===== src/rtl/ram_byte_master.sv =====
// Load/store sequencer for a byte-wide RAM: walks the bytes of one access in
// little-endian order, one per cycle, and returns a single-cycle response.
module ram_byte_master #(
  parameter int unsigned ADDR_WIDTH  = 12,
  parameter int unsigned ALIGN_CHECK = 1
) (
  input  logic                  clk,
  input  logic                  rst_n,
  input  logic                  req_valid,
  output logic                  req_ready,
  input  logic                  req_we,
  input  logic [1:0]            req_size,
  input  logic                  req_unsigned,
  input  logic [ADDR_WIDTH-1:0] req_addr,
  input  logic [31:0]           req_wdata,
  output logic                  resp_valid,
  output logic                  resp_err,
  output logic [31:0]           resp_rdata,
  output logic                  ram_r_wn,
  output logic [ADDR_WIDTH-1:0] ram_address,
  output logic [7:0]            ram_wdata,
  input  logic [7:0]            ram_rdata
);

  typedef enum logic [1:0] {
    IDLE   = 2'b00,
    ACCESS = 2'b01,
    RESP   = 2'b10
  } state_t;

  state_t                state_r;
  state_t                state_next_s;
  logic                  we_r;
  logic                  uns_r;
  logic [1:0]            size_r;
  logic [1:0]            cnt_r;
  logic [ADDR_WIDTH-1:0] addr_r;
  logic [31:0]           wdata_r;
  logic [31:0]           acc_r;
  logic                  resp_valid_r;
  logic                  resp_err_r;
  logic [31:0]           resp_rdata_r;
  logic                  req_err_s;
  logic [1:0]            last_idx_s;
  logic                  last_s;
  logic [31:0]           acc_next_s;

  function automatic logic [31:0] extend_load(input logic [31:0] acc,
                                              input logic [1:0]  size,
                                              input logic        uns);
    case (size)
      2'b00:   return {{24{~uns & acc[7]}}, acc[7:0]};
      2'b01:   return {{16{~uns & acc[15]}}, acc[15:0]};
      default: return acc;
    endcase
  endfunction

  // Illegal size or (when checking) misalignment is rejected before any RAM access
  always_comb begin
    req_err_s = 1'b0;
    if (req_size == 2'b11) begin
      req_err_s = 1'b1;
    end else if (ALIGN_CHECK != 0) begin
      if (req_size == 2'b01) begin
        req_err_s = req_addr[0];
      end else if (req_size == 2'b10) begin
        req_err_s = (req_addr[1:0] != 2'b00);
      end else begin
        req_err_s = 1'b0;
      end
    end else begin
      req_err_s = 1'b0;
    end
  end

  // Last byte index of the access and the accumulator with this cycle's byte merged in
  always_comb begin
    last_idx_s = 2'd3;
    case (size_r)
      2'b00:   last_idx_s = 2'd0;
      2'b01:   last_idx_s = 2'd1;
      default: last_idx_s = 2'd3;
    endcase
    last_s     = (cnt_r == last_idx_s);
    acc_next_s = acc_r | ({24'd0, ram_rdata} << {cnt_r, 3'b000});
  end

  // Next-state logic
  always_comb begin
    state_next_s = state_r;
    case (state_r)
      IDLE: begin
        if (req_valid) begin
          state_next_s = req_err_s ? RESP : ACCESS;
        end else begin
          state_next_s = IDLE;
        end
      end
      ACCESS: begin
        if (last_s) begin
          state_next_s = RESP;
        end else begin
          state_next_s = ACCESS;
        end
      end
      RESP:    state_next_s = IDLE;
      default: state_next_s = IDLE;
    endcase
  end

  // State, request capture, byte walk and registered response
  always_ff @(posedge clk) begin
    if (!rst_n) begin
      state_r      <= IDLE;
      we_r         <= 1'b0;
      uns_r        <= 1'b0;
      size_r       <= 2'b00;
      cnt_r        <= 2'd0;
      addr_r       <= '0;
      wdata_r      <= 32'd0;
      acc_r        <= 32'd0;
      resp_valid_r <= 1'b0;
      resp_err_r   <= 1'b0;
      resp_rdata_r <= 32'd0;
    end else begin
      state_r      <= state_next_s;
      resp_valid_r <= 1'b0;
      resp_err_r   <= 1'b0;
      resp_rdata_r <= 32'd0;
      case (state_r)
        IDLE: begin
          if (req_valid) begin
            we_r    <= req_we;
            size_r  <= req_size;
            uns_r   <= req_unsigned;
            wdata_r <= req_wdata;
            cnt_r   <= 2'd0;
            acc_r   <= 32'd0;
            if (req_err_s) begin
              resp_valid_r <= 1'b1;
              resp_err_r   <= 1'b1;
            end else begin
              addr_r <= req_addr;
            end
          end
        end
        ACCESS: begin
          cnt_r   <= cnt_r + 2'd1;
          wdata_r <= {8'd0, wdata_r[31:8]};
          if (!we_r) begin
            acc_r <= acc_next_s;
          end
          // Address stops on the last byte so it holds outside ACCESS
          if (last_s) begin
            resp_valid_r <= 1'b1;
            resp_rdata_r <= we_r ? 32'd0 : extend_load(acc_next_s, size_r, uns_r);
          end else begin
            addr_r <= addr_r + {{(ADDR_WIDTH-1){1'b0}}, 1'b1};
          end
        end
        default: ;
      endcase
    end
  end

  // rst_n gates the write strobe so a reset during a store cycle blocks that byte
  assign ram_r_wn    = ~(rst_n & we_r & (state_r == ACCESS));
  assign ram_wdata   = ram_r_wn ? 8'd0 : wdata_r[7:0];
  assign ram_address = addr_r;
  assign req_ready   = (state_r == IDLE);
  assign resp_valid  = resp_valid_r;
  assign resp_err    = resp_err_r;
  assign resp_rdata  = resp_rdata_r;

endmodule


===== config.mk =====
export PLATFORM = sky130hd
export DESIGN_NAME = ram_byte_master
export DESIGN_NICKNAME = d
export VERILOG_FILES = /design/src/rtl/ram_byte_master.sv
export SDC_FILE = /design/constraint.sdc
export NUM_CORES = 1
export LEC_CHECK = 0
export CAP_MARGIN = 10
export CORE_MARGIN = 5
export CORE_UTILIZATION = 24
export CTS_BUF_LIST = sky130_fd_sc_hd__clkbuf_16
export DETAILED_ROUTE_END_ITERATION = 8
export SYNTH_ARGS = -nofsm -noshare
export SYNTH_HDL_FRONTEND = slang
export SYNTH_SLANG_ARGS = --single-unit

===== constraint.sdc =====
create_clock -name clk -period 1.8 [get_ports clk]
set_input_delay 0.36 -clock clk [delete_from_list [all_inputs] [get_ports clk]]
set_output_delay 0.36 -clock clk [all_outputs]
set_load 0.02 [all_outputs]

== After elaboration in Yosys (flattened, before gate mapping) ==
Index checks and enable logic that the tools add are counted.

* Bits of input ports: 59
* Logic and storage cells: 69
* Output and inout bits: 56
* Register bits: 118

* $add $sub $neg: 2
* Equality and inequality tests: 10
* Bitwise gates (word level): 10
* Mux-type cells: 25
* Shift operators: 1
* Reduce and logical (&&, ||, !) cells: 10

{| class="wikitable"
|+ Operators by type and width
! operator !! count
|-
| one-hot mux 32 bit (2 select lines) || 3
|-
| two-way mux 32 bit || 3
|-
| two-way mux 12 bit || 3
|-
| bitwise OR 32 bit || 1
|-
| left shift 8 x 5 -> 32 bit || 1
|-
| one-hot mux 12 bit (2 select lines) || 1
|-
| adder 12 x 1 -> 12 bit (second input constant) || 1
|-
| one-hot mux 2 bit (2 select lines) || 3
|-
| two-way mux 2 bit || 4
|-
| two-way mux 8 bit || 1
|-
| != test 2 bit (second input constant) || 4
|-
| == test 2 x 1 -> 1 bit (second input constant) || 3
|-
| two-way mux 1 bit || 6
|-
| AND reduction 2 bit || 3
|-
| NOT 1 bit || 5
|-
| bitwise AND 1 bit || 4
|-
| == test 2 bit (second input constant) || 2
|-
| zero test 2 bit || 2
|-
| AND reduction 4 bit || 1
|-
| nonzero test 2 bit || 2
|-
| OR reduction 4 bit || 1
|-
| AND reduction 3 bit || 1
|-
| adder 2 x 1 -> 2 bit (second input constant) || 1
|-
| == test 2 bit || 1
|-
| one-hot mux 1 bit (2 select lines) || 1
|}

== Depth between registers and ports, before layout ==
* Word-level depth: 7
* Depth in mapped cells: 7
* Mapped depth without buffers: 5

== Least setup slack after synthesis ==
No wires, ideal clock.

* Path kind: reg2reg
* Start point: reg addr_r[0] (netlist: ram_address[0])
* End point: reg addr_r[10] (netlist: ram_address[10])
* Arrival time: 1.571 ns
* Library setup time: 0.092 ns
* Path buffers: 0
* Period minus slack after synthesis: 1.663 ns
* Stages on the path, launching flop included: 6
* Setup slack: 0.137 ns
* Cell sequence: dfxtp_1 > ha_1 > and4_1 > nand4_1 > o31a_1 > o32ai_1

* Longest elaborated chain between the ends: 3

{| class="wikitable"
|+ Ends and longest elaborated chain
! what !! line !! source
|-
| start, declared || 37 || <nowiki>logic [ADDR_WIDTH-1:0] addr_r;</nowiki>
|-
| start signal, assigned || 143 || <nowiki>addr_r <= req_addr;</nowiki>
|-
| start signal, assigned || 158 || <nowiki>addr_r <= addr_r + {{(ADDR_WIDTH-1){1'b0}}, 1'b1};</nowiki>
|-
| adder 12 x 1 -> 12 bit || 158 ||
|-
| two-way mux 12 bit || 154 || <nowiki>if (last_s) begin</nowiki>
|-
| one-hot mux 12 bit (2 select lines) || 130 || <nowiki>case (state_r)</nowiki>
|}

Every way passes these cells. The select of a mux whose other input is x is not followed.
A chain may end at the register's enable or synchronous reset.

== Worst setup path in the final report ==
* Start point: reg state_r[0]
* End point: out ram_wdata[4]

* Longest elaborated chain between the ends: 3

{| class="wikitable"
|+ Ends and longest elaborated chain
! what !! line !! source
|-
| start, declared || 31 || <nowiki>state_t state_r;</nowiki>
|-
| start signal, assigned || 126 || <nowiki>state_r <= state_next_s;</nowiki>
|-
| == test 2 x 1 -> 1 bit || 167 || <nowiki>assign ram_r_wn = ~(rst_n & we_r & (state_r == ACCESS));</nowiki>
|-
| bitwise AND 1 bit || 167 ||
|-
| two-way mux 8 bit || 168 || <nowiki>assign ram_wdata = ram_r_wn ? 8'd0 : wdata_r[7:0];</nowiki>
|-
| end, declared || 21 || <nowiki>output logic [7:0] ram_wdata,</nowiki>
|}

Every way passes these cells.

==> out/metrics.csv <==
stage,metric,value,unit
cells_and_area,final core occ,0.365,
worst_setup_path,register-to-register setup slack,0.11,ns
timing,Min Hold Slack,0.466,ns
floorplan,chip height,154,um
power,Worst VDD drop,0.505,mV
logic_synthesis,post-synthesis sequential area ratio,0.468,
logic_synthesis,Async SR Flop Fraction,0,
min_path,hold_sp,wdata_r[30],
cts,maximum root-to-sink buffer count,2,
placed_design,port bufs,114,
grt,GRT overflow,0,
logic_synthesis,Post-synth top flop,dfxtp_1,
cts,clock-pin slew on the worst setup and hold paths,0.06,ns
worst_setup_path,r2r endpoint,ram_address[1],
cts,CTS tree,built,
timing,Final Hold Fails,0,
grt,largest net degree at the start of global routing,57,
routing,Vias,4699,
timing,worst slew pin tran,0.517,ns
routing,Avg Vias per Cell,4.68,
run_status,failing checks,setup timing,
worst_setup_path,CP arrival,1.45,ns
run_status,status,"finished, violations left",
floorplan,Rows,52,
cells_and_area,"Design Area, Final",0.00743,mm^2
logic_synthesis,Mapped Area,0.00500,mm^2
worst_setup_path,CP startpoint kind,flip-flop,
min_path,hold worst-path end,wdata_r[30],
logic_synthesis,syn nets,647,
logic_synthesis,#FFs+latches synth,117,
logic_synthesis,"EDFF count, synth",0,
worst_setup_path,critical path class,reg -> out,
timing,TNS Setup,-0.0553,ns
timing,"Slew Viols, Final",0,
routing,mean routed wirelength per cell,15.1,um
routing,Pre-antenna DRT Iters,5,
routing,Total Wirelength,15100,um
cells_and_area,"commonest non-fill, non-tap cell in the layout",dfxtp_1,
worst_setup_path,FF-to-FF Start,state_r[1],
cells_and_area,diode count,0,
timing,setup violators final,4,
cts,Clock Latency Late Sink,0.41,ns
cells_and_area,Fill cells,2085,
placed_design,Final Wtd Congestion,0.783,
worst_setup_path,Crit. End Element,primary output,
min_path,hold path depth,2,
cts,TritonCTS Buffers,17,
grt,initial antenna violation count,0,
logic_synthesis,Unique masters post-synth,53,
floorplan,die area,0.0238,mm^2
cells_and_area,final layout net count,780,
worst_setup_path,FF-to-FF path depth,5,
timing,RSZ-0062 raised after global routing,yes,
worst_setup_path,worst-path maximum fanout,5,
cts,clock sink count,117,
power,Cell Pwr Density,992,mW/mm^2
timing,FMAX,551,MHz
cts,H-tree depth,4,
timing,Final min period,1.81,ns
job,Max Cap Viol,0,
worst_setup_path,Crit path required time,1.44,ns
timing,"Worst Setup Slack, final",-0.0146,ns
floorplan,I/O Pins,115,
routing,DRC errors left,0,
grt,first-pass GRT wire length,24400,um
power,P_leak,2.97,nW
logic_synthesis,synth warn,0,
min_path,Tightest Hold Check Type,reg -> reg,
cells_and_area,"commonest non-fill, non-tap cells in the layout","116 x dfxtp_1, 96 x nand2_1, 91 x clkdlybuf4s50_1, 72 x nor2_1, 49 x buf_4",
power,total power,0.00736,W
placed_design,Detailed Place HPWL,10300,um
routing,initial DRC count,307,
cts,hold-fix buffers at CTS,0,
worst_setup_path,worst setup path start,state_r[0],
logic_synthesis,Cells after Synth,587,
floorplan,Initial Utilization,0.246,
logic_synthesis,post-synthesis area per instance,8.52,um^2
timing,Slew headroom,0.655,
grt,number of global-route vias before repair,4537,
floorplan,Die X,154,um
placed_design,dpl cell area,0.00673,mm^2
floorplan,total core area,0.0204,mm^2
cells_and_area,layout cell share with drive strength beyond 1,0.195,
timing,clock skew,0.0123,ns
cells_and_area,Syn-to-layout area delta,48.5,%
cts,clock tree root buffer cell,clkbuf_16,
timing,Final period util,1.01,
grt,gr usage total,0.127,
routing,Antenna Nets Post-Route,0,
-- metal layers --
metal | vias to the layer above | global-route usage | part of all wire
met5 | - | 0 | 0
met3 | 12 | 0.0349 | 0.044
li1 | 2374 | - | -
met1 | 2203 | 0.175 | 0.49
met4 | 0 | 0.0370 | 0.011
met2 | 110 | 0.194 | 0.46
-- cells by family (layout without fill, tap and decap cells) --
| group | Yosys count | in the layout | synth area share |
|---|---|---|---|
| and+or+nand+nor | 236 | 236 | 0.218 |
| buffers and inverters | 62 | 208 | 0.0565 |
| AOI/OAI and AO/OA | 170 | 170 | 0.253 |
| adders and majority gates | 1 | 1 | 0.00250 |
| DFF | 117 | 117 | 0.468 |
| xor gates and xnor gates | 1 | 1 | 0.00175 |
-- layout make-up --
class	instances	area (um^2)	area share
tap	270	338	0.0455
sequential	117	2340	0.316
multi-input combinational	408	2450	0.330
clock buffer	17	425	0.0573
clock inverter	15	173	0.0233
timing repair buffer	173	1680	0.227
inverter	3	11.3	0.00152
-- synthesized netlist by cell type, types with 11 or more instances --
cell	n	area [um^2]
nand2_1	96	360
dfxtp_1	117	2340
a21oi_2	11	96.3
a22oi_1	34	255
nor2_1	72	270
a311oi_1	24	210
nand3_1	14	70.1
a21oi_1	44	220
a21o_1	15	113
and3_1	13	81.3
buf_2	18	90.1
clkbuf_1	30	113
-- per-stage QoR --
step | worst slack [ns] | instances
2_1_floorplan | 0.137 | 587
5_1_grt | -0.0987 | 1003
4_1_cts | -0.0608 | 1001
3_3_place_gp | -0.537 | 968
3_5_place_dp | -0.537 | 968
6_report | -0.0146 | 1003
-- critical path, stage by stage (launching register included) --
cell	delay [ns]
dfxtp_2	0.33
nor2b_4	0.14
and3_4	0.21
buf_6	0.13
and2_4	0.14
buf_6	0.10
-- repair_timing --
item | in CTS | in global routing
setup buffers | 0 | 2
gates cloned | 1 | 0
gates resized for setup | 79 | 10
setup endpoints to repair | 21 | 45
pin swaps | 8 | 0
-- where the power goes --
part / switching [W] / leakage (nW) / internal [W] / total (W)
registers: 0.0000963 / 0.952 / 0.00273 / 0.00283
logic: 0.000615 / 1.73 / 0.000528 / 0.00114
clock network: 0.00132 / 0.288 / 0.00208 / 0.00339
-- state kept, by name, indices dropped and copies added, names as in the netlist --
| name | count |
|---|---|
| cnt_r | 2 |
| we_r | 1 |
| state_r | 2 |
| wdata_r | 32 |
| resp_rdata | 32 |
| ram_address | 12 |
| size_r | 2 |
| resp_err | 1 |
| acc_r | 32 |
| uns_r | 1 |
-- worst max path at each step --
stage	cells past startpoint	end
4_1_cts	5	ram_wdata[5]
2_1_floorplan	5	ram_address[10]
6_report	5	ram_wdata[4]
5_1_grt	5	ram_wdata[4]
3_3_place_gp	5	ram_wdata[0]
3_5_place_dp	5	ram_wdata[5]
Note: power is estimated with default switching activity, not from simulation.
